**config.mk**
```make
export PLATFORM = sky130hd
export DESIGN_NAME = piso_serializer_flat
export DESIGN_NICKNAME = d
export VERILOG_FILES = /design/src/rtl/piso_serializer_pkg.sv /design/src/rtl/piso_serializer_if.sv /design/src/rtl/piso_serializer.sv /design/src/flat_wrapper.sv
export SDC_FILE = /design/constraint.sdc
export NUM_CORES = 1
export LEC_CHECK = 0
export BUFFER_PORTS_ARGS = -buffer_cell sky130_fd_sc_hd__buf_4
export CAP_MARGIN = 25
export CORE_AREA = 2 2 46 48
export DETAILED_ROUTE_END_ITERATION = 12
export DIE_AREA = 0 0 48 50
export GPL_TIMING_DRIVEN = 0
export SLEW_MARGIN = 20
export SYNTH_ARGS = -nofsm -noshare
export SYNTH_HDL_FRONTEND = slang
export SYNTH_SLANG_ARGS = --single-unit
```
**constraint.sdc**
```tcl
create_clock -name clk -period 2.7 [get_ports clk]
set_input_delay 0.405 -clock clk [delete_from_list [all_inputs] [get_ports clk]]
set_output_delay 0.405 -clock clk [all_outputs]
set_load 0.02 [all_outputs]
```
**src/rtl/piso_serializer_pkg.sv**
```systemverilog
// Shared definitions for the parallel-in/serial-out stage and its downstream shift register.
package piso_serializer_pkg;

    // Default word width, shared with the downstream right-shift register.
    localparam int unsigned DefaultWidth = 8;

    typedef enum logic [1:0] {
        StIdle   = 2'd0,
        StShift  = 2'd1,
        StParity = 2'd2
    } state_e;

    // Bit counter width: holds N-1, never narrower than one bit.
    function automatic int unsigned cnt_width(input int unsigned n);
        return (n < 2) ? 1 : $clog2(n);
    endfunction

endpackage

```
**src/rtl/piso_serializer_if.sv**
```systemverilog
// Word handshake in, serial stream out.
interface piso_serializer_if
    import piso_serializer_pkg::*;
#(
    parameter int unsigned N = DefaultWidth
) ();

    logic [N-1:0] in_data;
    logic         in_valid;
    logic         in_ready;
    logic         serial_out;
    logic         serial_valid;
    logic         frame_start;
    logic         frame_done;

    // Serializer side.
    modport slave (
        input  in_data,
        input  in_valid,
        output in_ready,
        output serial_out,
        output serial_valid,
        output frame_start,
        output frame_done
    );

    // Word source / stream consumer side.
    modport master (
        output in_data,
        output in_valid,
        input  in_ready,
        input  serial_out,
        input  serial_valid,
        input  frame_start,
        input  frame_done
    );

endinterface

```
**src/rtl/piso_serializer.sv**
```systemverilog
// Serializes an N-bit word LSB-first, one bit per clock, with optional trailing even parity.
// Frames run back-to-back without a gap when the next word is offered on the final bit.
module piso_serializer
    import piso_serializer_pkg::*;
#(
    parameter int unsigned N          = DefaultWidth,
    parameter bit          PARITY_EN  = 1'b0,
    parameter bit          IDLE_LEVEL = 1'b0
) (
    input logic             clk,
    input logic             reset,
    piso_serializer_if.slave bus
);

    localparam int unsigned     CntW    = cnt_width(N);
    localparam logic [CntW-1:0] LastCnt = CntW'(N - 1);

    state_e          state_q, state_d;
    logic [N-1:0]    shift_q, shift_d;
    logic [CntW-1:0] count_q, count_d;
    logic            parity_q, parity_d;
    logic            serial_out_q, serial_out_d;
    logic            serial_valid_q, serial_valid_d;
    logic            frame_start_q, frame_start_d;
    logic            frame_done_q, frame_done_d;

    logic in_ready;
    logic accept;
    logic load;
    logic go_idle;

    // Ready in idle, in parity, or on the last data bit when no parity bit follows.
    always_comb begin
        in_ready = 1'b0;
        unique case (state_q)
            StIdle:   in_ready = 1'b1;
            StShift:  in_ready = (count_q == '0) && !PARITY_EN;
            StParity: in_ready = 1'b1;
            default:  in_ready = 1'b0;
        endcase
    end

    assign accept = bus.in_valid & in_ready;

    // Next-state and datapath decode.
    always_comb begin
        state_d        = state_q;
        shift_d        = shift_q;
        count_d        = count_q;
        parity_d       = parity_q;
        serial_out_d   = serial_out_q;
        serial_valid_d = serial_valid_q;
        frame_start_d  = 1'b0;
        frame_done_d   = 1'b0;
        load           = 1'b0;
        go_idle        = 1'b0;

        unique case (state_q)
            StIdle: begin
                load = accept;
            end
            StShift: begin
                if (count_q != '0) begin
                    serial_out_d = shift_q[0];
                    shift_d      = shift_q >> 1;
                    count_d      = count_q - CntW'(1);
                    // Next bit is the last data bit; it ends the frame only without parity.
                    frame_done_d = (count_q == CntW'(1)) && !PARITY_EN;
                end else if (PARITY_EN) begin
                    serial_out_d = parity_q;
                    frame_done_d = 1'b1;
                    state_d      = StParity;
                end else if (accept) begin
                    load = 1'b1;
                end else begin
                    go_idle = 1'b1;
                end
            end
            StParity: begin
                if (accept) begin
                    load = 1'b1;
                end else begin
                    go_idle = 1'b1;
                end
            end
            default: begin
                go_idle = 1'b1;
            end
        endcase

        if (load) begin
            serial_out_d   = bus.in_data[0];
            shift_d        = bus.in_data >> 1;
            count_d        = LastCnt;
            parity_d       = ^bus.in_data;
            serial_valid_d = 1'b1;
            frame_start_d  = 1'b1;
            state_d        = StShift;
        end

        if (go_idle) begin
            serial_out_d   = IDLE_LEVEL;
            serial_valid_d = 1'b0;
            count_d        = '0;
            parity_d       = 1'b0;
            state_d        = StIdle;
        end
    end

    // State and registered outputs; reset aborts any frame in flight.
    always_ff @(posedge clk or negedge reset) begin
        if (!reset) begin
            state_q        <= StIdle;
            shift_q        <= '0;
            count_q        <= '0;
            parity_q       <= 1'b0;
            serial_out_q   <= IDLE_LEVEL;
            serial_valid_q <= 1'b0;
            frame_start_q  <= 1'b0;
            frame_done_q   <= 1'b0;
        end else begin
            state_q        <= state_d;
            shift_q        <= shift_d;
            count_q        <= count_d;
            parity_q       <= parity_d;
            serial_out_q   <= serial_out_d;
            serial_valid_q <= serial_valid_d;
            frame_start_q  <= frame_start_d;
            frame_done_q   <= frame_done_d;
        end
    end

    assign bus.in_ready     = in_ready;
    assign bus.serial_out   = serial_out_q;
    assign bus.serial_valid = serial_valid_q;
    assign bus.frame_start  = frame_start_q;
    assign bus.frame_done   = frame_done_q;

endmodule
```
**src/flat_wrapper.sv**
```systemverilog
// flat-port wrapper written by rule: the top's interface ports become plain ports
module piso_serializer_flat import piso_serializer_pkg::*;
#(
    parameter int unsigned N          = DefaultWidth,
    parameter bit          PARITY_EN  = 1'b0,
    parameter bit          IDLE_LEVEL = 1'b0
)
  (clk, reset, bus_in_data, bus_in_valid, bus_in_ready, bus_serial_out, bus_serial_valid, bus_frame_start, bus_frame_done);
  piso_serializer_if #(.N(N)) bus_i ();
  input logic clk;
  input logic reset;
  input wire logic [$bits(bus_i.in_data)-1:0] bus_in_data;
  input wire logic [$bits(bus_i.in_valid)-1:0] bus_in_valid;
  output wire logic [$bits(bus_i.in_ready)-1:0] bus_in_ready;
  output wire logic [$bits(bus_i.serial_out)-1:0] bus_serial_out;
  output wire logic [$bits(bus_i.serial_valid)-1:0] bus_serial_valid;
  output wire logic [$bits(bus_i.frame_start)-1:0] bus_frame_start;
  output wire logic [$bits(bus_i.frame_done)-1:0] bus_frame_done;
  assign bus_i.in_data = bus_in_data;
  assign bus_i.in_valid = bus_in_valid;
  assign bus_in_ready = bus_i.in_ready;
  assign bus_serial_out = bus_i.serial_out;
  assign bus_serial_valid = bus_i.serial_valid;
  assign bus_frame_start = bus_i.frame_start;
  assign bus_frame_done = bus_i.frame_done;
  piso_serializer #(.N(N), .PARITY_EN(PARITY_EN), .IDLE_LEVEL(IDLE_LEVEL)) u_core (.clk(clk), .reset(reset), .bus(bus_i));
endmodule
```
* Word-level counts from Yosys, hierarchy flattened
Cells that the tools add are included.
** Operators by class
- Equality and inequality tests :: 3
- Bitwise gates (word level) :: 1
- Muxes and demuxes :: 25
- Reduce and logical (&&, ||, !) cells :: 11
- Add/sub/neg operators :: 1
** Operators with widths (count)
- 8-bit 2-to-1 mux :: 3
- 1-bit 2-to-1 mux :: 13
- 3-bit 2-to-1 mux :: 4
- 3-bit nonzero test :: 3
- 1-bit case mux with 3 select lines :: 2
- 2-bit nonzero test :: 3
- 2-bit 2-to-1 mux :: 2
- 2-bit AND reduction :: 2
- 3-bit by 1-bit == test with 1-bit output, second input constant :: 1
- 3-bit logical NOT :: 1
- 3-bit by 1-bit subtractor with 3-bit output, second input constant :: 1
- 2-bit by 1-bit == test with 1-bit output, second input constant :: 1
- 2-bit == test, second input constant :: 1
- 2-bit logical NOT :: 1
- 1-bit case mux with 2 select lines :: 1
- 2-bit OR reduction :: 1
- 1-bit bitwise AND :: 1
** Word-level totals
- Output and inout port bits :: 5
- Flip-flop bits (word level) :: 17
- Word-level logic and storage cells :: 48
- Input bits :: 11

* Depth between registers and ports, before layout
Gate-level depths: netlist of the first run.
- Depth after elaboration :: 9
- Gate-level depth with buffers :: 7
- Mapped depth without buffers :: 6

* Worst setup path before layout of the first run
No wires, ideal clock.
- Path kind :: register to output
- Start :: register u_core.count_q[0]
- End :: output bus_in_ready
- Required time :: 2.295 ns
- Buffers on the path :: 1
- Arrival :: 1.117 ns
- Stages on the path, launching flop included :: 7
- Slack :: 1.178 ns
- Cell sequence :: dfrtp_1 > inv_1 > ha_1 > nand2b_4 > and2_4 > buf_6 > inv_2
** On the way
- Cells in the longest elaborated chain, start to end :: 2
** RTL lines
- start: declaration :: line piso_serializer.sv:20 : logic [CntW-1:0] count_q, count_d;
- start signal: assignment :: line piso_serializer.sv:124 : count_q <= count_d;
- 3-bit logical NOT :: line piso_serializer.sv:37 : StShift: in_ready = (count_q == '0) && !PARITY_EN;
- 1-bit case mux with 2 select lines :: line piso_serializer.sv:35 : unique case (state_q)
- end: declaration :: line flat_wrapper.sv:14 : output wire logic [$bits(bus_i.in_ready)-1:0] bus_in_ready;
No other way between the ends.

* Final worst setup path of the first run
Same ends and word-level chain as after synthesis.

==> reports/qor_table.md, run 1 <==
| Parameter | Value |
| --- | --- |
| Result of the run | complete, no violations |
| Core Region | 0.001902 mm^2 |
| Total wirelength of the detailed-routed design | 1.275 mm |
| Drt first-iter violations | 11 |
| Top-level port count | 16 |
| Number of antenna violations at the first check in global routing | 0 |
| Drt first pass iters | 4 |
| Number of global-route vias before repair | 533 |
| Synth unique cells | 26 |
| Total Nets Final | 100 |
| Area of the multi-input gates | 312.8 um^2 |
| Part of the Yosys area used for sequential elements | 0.4938 |
| Fraction of registers with async set or reset after synthesis | 1.000 |
| Final cycle utilization of the critical path | 0.7336 |
| Aggregate negative setup slack | 0 ps |
| Max Fanout on Critical Path | 9 |
| Worst hold stages | 3 |
| Cell types with the highest counts after synthesis | 14 x sky130_fd_sc_hd__dfrtp_1, 7 x sky130_fd_sc_hd__mux2i_1, 6 x sky130_fd_sc_hd__nand3_1, 6 x sky130_fd_sc_hd__o21ai_0, 5 x sky130_fd_sc_hd__nor3_1 |
| Combinational fraction of design power | 0.434 |
| Layout cells sized above 1 | 0.2976 |
| Highest attainable clock frequency | 504.9 MHz |
| CTS tree | yes |
| Number of hold violations in the final report | 0 |
| Buffer cell driving the clock tree root | sky130_fd_sc_hd__clkbuf_4 |
| PD cells | 890.8 mW/mm^2 |
| Final Slew Violations | 0 |
| Register share of total power | 0.424 |
| Post-detailed-route via-to-cell ratio | 4.766 |
| Total GRT Usage | 0.1307 |
| Drt wl/cell | 11.49 um |
| Tmin final | 1981 ps |
| Routed Antenna Nets | 0 |
| Max-slew headroom | 0.7179 |
| Setup repair after global routing missed its margin | no |
| Worst path arrival time | 1580 ps |
| Final estimated routing congestion in global placement | 0.7464 |
| Peak supply drop | 0.3473 mV |
| Slowest library cell on the worst path | sky130_fd_sc_hd__dfrtp_1 |
| Hold_ws | 381.0 ps |
| Transition time of the tightest slew-check pin | 423.2 ps |
| Horizontal die dimension | 48 um |
| Synth warn | 0 |
| Number of synthesized flops with an enable pin | 0 |
| Clk_lat worst skew | 270 ps |
| Reported net switching power | 0.0002795 W |
| Number of gates resized after CTS | 0 |
| Per-instance average area after synthesis | 10.75 um^2 |
| Antenna Cells | 0 |
| Clock transition at the register clock pins on the worst setup and hold paths after CTS | 80 ps |
| Crit path required time | 2300 ps |
| Sequential cell area | 350.3 um^2 |
| Rows | 16 |
| Most common cell in the synthesized netlist | sky130_fd_sc_hd__dfrtp_1 |
| Post-Syn Instances | 66 |
| H-tree depth | 1 |
| First-pass GRT wire length | 2.228 mm |
| Vert. Die Dim | 50 um |
| Reported leakage power | 0.4421 nW |
| Number of buffers between clock root and the deepest sink | 2 |
| Clock sink total | 14 |
| Main area contributors after synthesis | sky130_fd_sc_hd__dfrtp_1 49%, sky130_fd_sc_hd__mux2i_1 9.9%, sky130_fd_sc_hd__ha_1 5.3% |
| Stage delay of the slowest cell on the critical path | 420 ps |
| Main flop type after synthesis | sky130_fd_sc_hd__dfrtp_1 |
| Global route total overflow | 0 |
| Number of fillers in the final layout | 182 |
| Via count of the routed design | 529 |
| Nature of the critical path endpoint | output pin |
| Number of nets in the synthesized netlist | 80 |
| Post-synth top area share | 0.4938 |
| Category of the most critical setup path | flop to output pin |
| P&R area growth vs syn | 24.16% |
| Series of cell instances along the critical path | inv_1, ha_1, nand2b_4, and2_4, buf_6, inv_2, buf_4 |
| Final worst clock skew | 4.256 ps |
| Number of synthesized register bits | 14 |
| Kind of start point of the critical path | flop |
| Internal Pwr Total | 0.0005051 W |
| Number of cells on the worst reg-to-reg path | 6 |
| Die Footprint | 0.002400 mm^2 |
| Cell taking the most area after synthesis | sky130_fd_sc_hd__dfrtp_1 |
| Synthesized area | 709.4 um^2 |
| Port Buf Inserts | 14 |
| Number of buffers created by CTS | 3 |
| Largest net degree at the start of global routing | 15 |
| Dpl hpwl | 908.1 um |
| Final routed DRC violation total | 0 |
| Clock group share of total power | 0.143 |
| Max-capacitance violation count | 0 |
| Switch share | 0.3562 |
| Tightest Hold Check Type | input pin to flop |
| Starting Density | 0.3730 |
| Final setup violation count | 0 |
==> power groups by stage <==
stage | combinational, W | sequential [W] | clock [W]
5_1_grt | 0.000385 | 0.000343 | 0.000127
3_5_place_dp | 0.000344 | 0.000337 | 0
6_report | 0.000340 | 0.000332 | 0.000112
2_1_floorplan | 0.000235 | 0.000346 | 0
3_3_place_gp | 0.000342 | 0.000335 | 0
4_1_cts | 0.000347 | 0.000333 | 0.000119
==> logic make-up (layout without fill, tap and decap cells) <==
family                     Yosys count  in the layout  share of synthesized area
AOI/OAI and AO/OA                   11             11                    0.09172
adders and majority gates            3              3                    0.05292
buffers and inverters                8             26                    0.06524
DFF                                 14             14                     0.4938
muxes                                7              7                    0.09877
and+or+nand+nor                     23             23                     0.1975
==> routing by layer <==
metal | global-route usage | wire length (um)
met3 | 0.02198 | 68
met2 | 0.1911 | 583
met5 | 0 | 0
met1 | 0.1793 | 610
met4 | 0.06757 | 13
==> area by class of cell <==
class / count / share of cell area
repair buffers: 15 / 0.1307
flip-flops and latches: 14 / 0.3977
well taps: 27 / 0.03835
multi-input cells: 44 / 0.3551
inverters: 3 / 0.01278
plain buffers: 5 / 0.03977
clock buffers: 3 / 0.02557
==> path summary, 6_finish.rpt <==
check,startpoint,end,slack (ps)
worst max-delay path,u_core.count_q[0],bus_in_ready,720
worst max register to register,u_core.count_q[0],u_core.count_q[1],1220
max in group asynchronous,reset,u_core.bus.serial_valid,2020
worst min register to register,u_core.shift_q[0],u_core.bus.serial_out,500
worst min-delay path,bus_in_data[7],u_core.shift_q[6],380
min in group asynchronous,reset,u_core.shift_q[3],510
==> metrics by stage <==
stage	worst slack [ps]	instances	area (um^2)	utilization	total power, W
global placement	1023	107	848.3	0.4461	0.0006768
floorplan	1178	66	709.4	-	0.0005805
global route	630.0	111	880.8	0.4632	0.0008544
finish	719.2	111	880.8	0.4632	0.0007847
CTS	695.3	111	880.8	0.4632	0.0007982
detailed placement	1004	107	848.3	0.4461	0.0006811
==> worst max-delay path, delay by kind of cell (launching register included) <==
kind	cells	cell delay [ps]
buffers and inverters	4	430
flip-flops	1	420
adder cells (fa/ha/maj)	1	240
AND/OR/NAND/NOR	2	210
==> cells in the final DEF, fill, tap and decap left out, types with 3 or more instances in the layout <==
master / instances
sky130_fd_sc_hd__nor3_1: 5
sky130_fd_sc_hd__nand3_1: 6
sky130_fd_sc_hd__ha_1: 3
sky130_fd_sc_hd__clkbuf_4: 3
sky130_fd_sc_hd__buf_4: 16
sky130_fd_sc_hd__o21ai_0: 6
sky130_fd_sc_hd__dfrtp_1: 14
sky130_fd_sc_hd__mux2i_1: 7
==> what timing repair did <==
action                    CTS  global route
hold endpoints to repair   14             0
hold buffers                1             0
buffers inserted            0             0
==> registers in the layout, indices dropped and copies added, names as in the netlist <==
name                     count
u_core.bus.frame_done        1
u_core.bus.frame_start       1
u_core.count_q               3
u_core.bus.serial_valid      1
u_core.shift_q               7
u_core.bus.serial_out        1
Note: power is estimated with default switching activity, not from simulation.
==> run 2, diff against run 1 <==
==> constraint.sdc (replaced) <==
create_clock -name clk -period 1.76 [get_ports clk]
set_input_delay 0.264 -clock clk [delete_from_list [all_inputs] [get_ports clk]]
set_output_delay 0.264 -clock clk [all_outputs]
set_load 0.02 [all_outputs]
==> run 2 against run 1 <==
Net effect:
- sequential power increased by 52%
- final area up 3.6%
- final cell count is 1.8% higher
- count of clock-buffer cells in the layout is the same
- critical path type unchanged
- largest cell class unchanged
- largest power group unchanged
- highest routed layer unchanged
==> reports/qor_table.md, run 2 (same netlist as run 1, synthesis figures left out) <==
| Parameter | Value |
| --- | --- |
| Final cycle utilization of the critical path | 0.9679 |
| Port Buf Inserts | 14 |
| Top-level port count | 16 |
| Area of the multi-input gates | 325.3 um^2 |
| Max-capacitance violation count | 0 |
| Final Slew Violations | 0 |
| Nature of the critical path endpoint | output pin |
| P&R area growth vs syn | 28.57% |
| Result of the run | complete, no violations |
| Final worst clock skew | 4.817 ps |
| Number of buffers between clock root and the deepest sink | 2 |
| Rows | 16 |
| Number of global-route vias before repair | 556 |
| Tmin final | 1704 ps |
| Clock transition at the register clock pins on the worst setup and hold paths after CTS | 80 ps |
| Largest register by flop count | u_core.shift_q |
| Kind of start point of the critical path | flop |
| Clk_lat worst skew | 270 ps |
| Placed cell count | 107 |
| Max-slew headroom | 0.7128 |
| Most common library cell in the layout ignoring fill and taps | sky130_fd_sc_hd__buf_4 |
| Vert. Die Dim | 50 um |
| Dpl hpwl | 908.1 um |
| Horizontal die dimension | 48 um |
| Reported leakage power | 0.4499 nW |
| Final estimated routing congestion in global placement | 0.7464 |
| Setup repair after global routing missed its margin | no |
| Total GRT Usage | 0.1343 |
| Largest net degree at the start of global routing | 15 |
| Stage delay of the slowest cell on the critical path | 390 ps |
| Clock sink total | 14 |
| Drt first-iter violations | 9 |
| Transition time of the tightest slew-check pin | 430.8 ps |
| Highest attainable clock frequency | 587.0 MHz |
| Number of hold violations in the final report | 0 |
| Starting Density | 0.3730 |
| Total Nets Final | 102 |
| Via count of the routed design | 535 |
| H-tree depth | 1 |
| Die Footprint | 0.002400 mm^2 |
| Drt wl/cell | 11.48 um |
| Tightest Hold Check Type | input pin to flop |
| Total wirelength of the detailed-routed design | 1.297 mm |
| Core Region | 0.001902 mm^2 |
| Drt first pass iters | 4 |
| Number of buffers created by CTS | 3 |
| Final setup violation count | 0 |
| Number of antenna violations at the first check in global routing | 0 |
| Category of the most critical setup path | flop to output pin |
| Non-filler cells in the finished layout | 113 |
| Peak supply drop | 0.5471 mV |
| Worst path arrival time | 1440 ps |
| Number of flip-flops under the largest register name | 7 |
| Series of cell instances along the critical path | inv_2, ha_4, nand2b_4, and2_4, buf_6, inv_2, buf_6 |
| Max Fanout on Critical Path | 9 |
| Slowest library cell on the worst path | sky130_fd_sc_hd__dfrtp_1 |
| Final routed DRC violation total | 0 |
| Aggregate negative setup slack | 0 ps |
| Post-detailed-route via-to-cell ratio | 4.735 |
| PD cells | 1413 mW/mm^2 |
| Routed Antenna Nets | 0 |
| Buffer cell driving the clock tree root | sky130_fd_sc_hd__clkbuf_4 |
| Sequential cell area | 350.3 um^2 |
| Antenna Cells | 0 |
| CTS tree | yes |
| First-pass GRT wire length | 2.290 mm |
| Top flop regs | u_core.shift_q: 7 flops, u_core.count_q: 3 flops |
| Most frequent cells in the layout | 17 x sky130_fd_sc_hd__buf_4, 14 x sky130_fd_sc_hd__dfrtp_1, 7 x sky130_fd_sc_hd__mux2i_1, 6 x sky130_fd_sc_hd__nand3_1, 6 x sky130_fd_sc_hd__o21ai_0 |
| Layout cells sized above 1 | 0.3488 |
| Number of fillers in the final layout | 177 |
| Global route total overflow | 0 |
| Crit path required time | 1500 ps |
==> run 2: cell types whose count changed in the layout (fill, tap and decap cells not counted), sizes merged <==
cell and delta:
buf +2
==> run 2: per-stage QoR <==
step           total power [W]  hold WS, ps  setup slack [ps]  area, um^2  utilization
6_report              0.001289        237.8             56.43       912.1       0.4796
4_1_cts               0.001275        232.9             31.99       900.9       0.4737
3_5_place_dp          0.001045        124.0             205.1       848.3       0.4461
5_1_grt               0.001393        261.8            0.3793       912.1       0.4796
2_1_floorplan        0.0008906       -31.59             364.4       709.4            -
3_3_place_gp          0.001038        125.2             223.5       848.3       0.4461
==> run 2: critical path: cells and delay by family, from the launching register on <==
kind,cells,cell delay (ps)
buffers and inverters,4,420
flip-flops,1,390
AND/OR/NAND/NOR,2,200
adder cells (fa/ha/maj),1,160
==> run 2: where the power goes <==
part	internal (W)	switching (W)
Sequential	0.000435	0.0000710
Clock	0.0000792	0.0000945
Combinational	0.000316	0.000293
Total	0.000830	0.000459
==> run 2: metal layers <==
layer | share of wire | track usage | wire length, um | up-vias
li1 | - | - | - | 269
met2 | 0.48 | 0.2022 | 618 | 12
met3 | 0.041 | 0.02564 | 53 | 4
met5 | 0 | 0 | 0 | -
met1 | 0.46 | 0.1747 | 601 | 250
met4 | 0.018 | 0.07207 | 23 | 0
==> run 2: worst paths after layout <==
| check | slack [ps] | cells after the start | end | from |
|---|---|---|---|---|
| max | 60 | 7 | bus_in_ready | u_core.count_q[0] |
| min | 240 | 3 | u_core.shift_q[6] | bus_in_data[7] |
| max reg2reg | 410 | 6 | u_core.bus.serial_out | u_core.count_q[0] |
| min reg2reg | 500 | 1 | u_core.bus.serial_out | u_core.shift_q[0] |
| max in group asynchronous | 1230 | 2 | u_core.bus.serial_valid | reset |
| min in group asynchronous | 360 | 2 | u_core.shift_q[2] | reset |
==> run 2: layout make-up <==
cell class,count,area share
multi-input cells,44,0.3567
clock buffers,3,0.02469
inverters,3,0.01235
repair buffers,17,0.1468
plain buffers,5,0.03841
well taps,27,0.03704
flip-flops and latches,14,0.3841
==> run 2: what timing repair did <==
action,CTS,global route
gates resized for setup,4,1
setup buffers,1,1
endpoints found under the setup margin,1,1
hold buffers,1,0
pin swaps,0,0
hold endpoints to repair,14,0
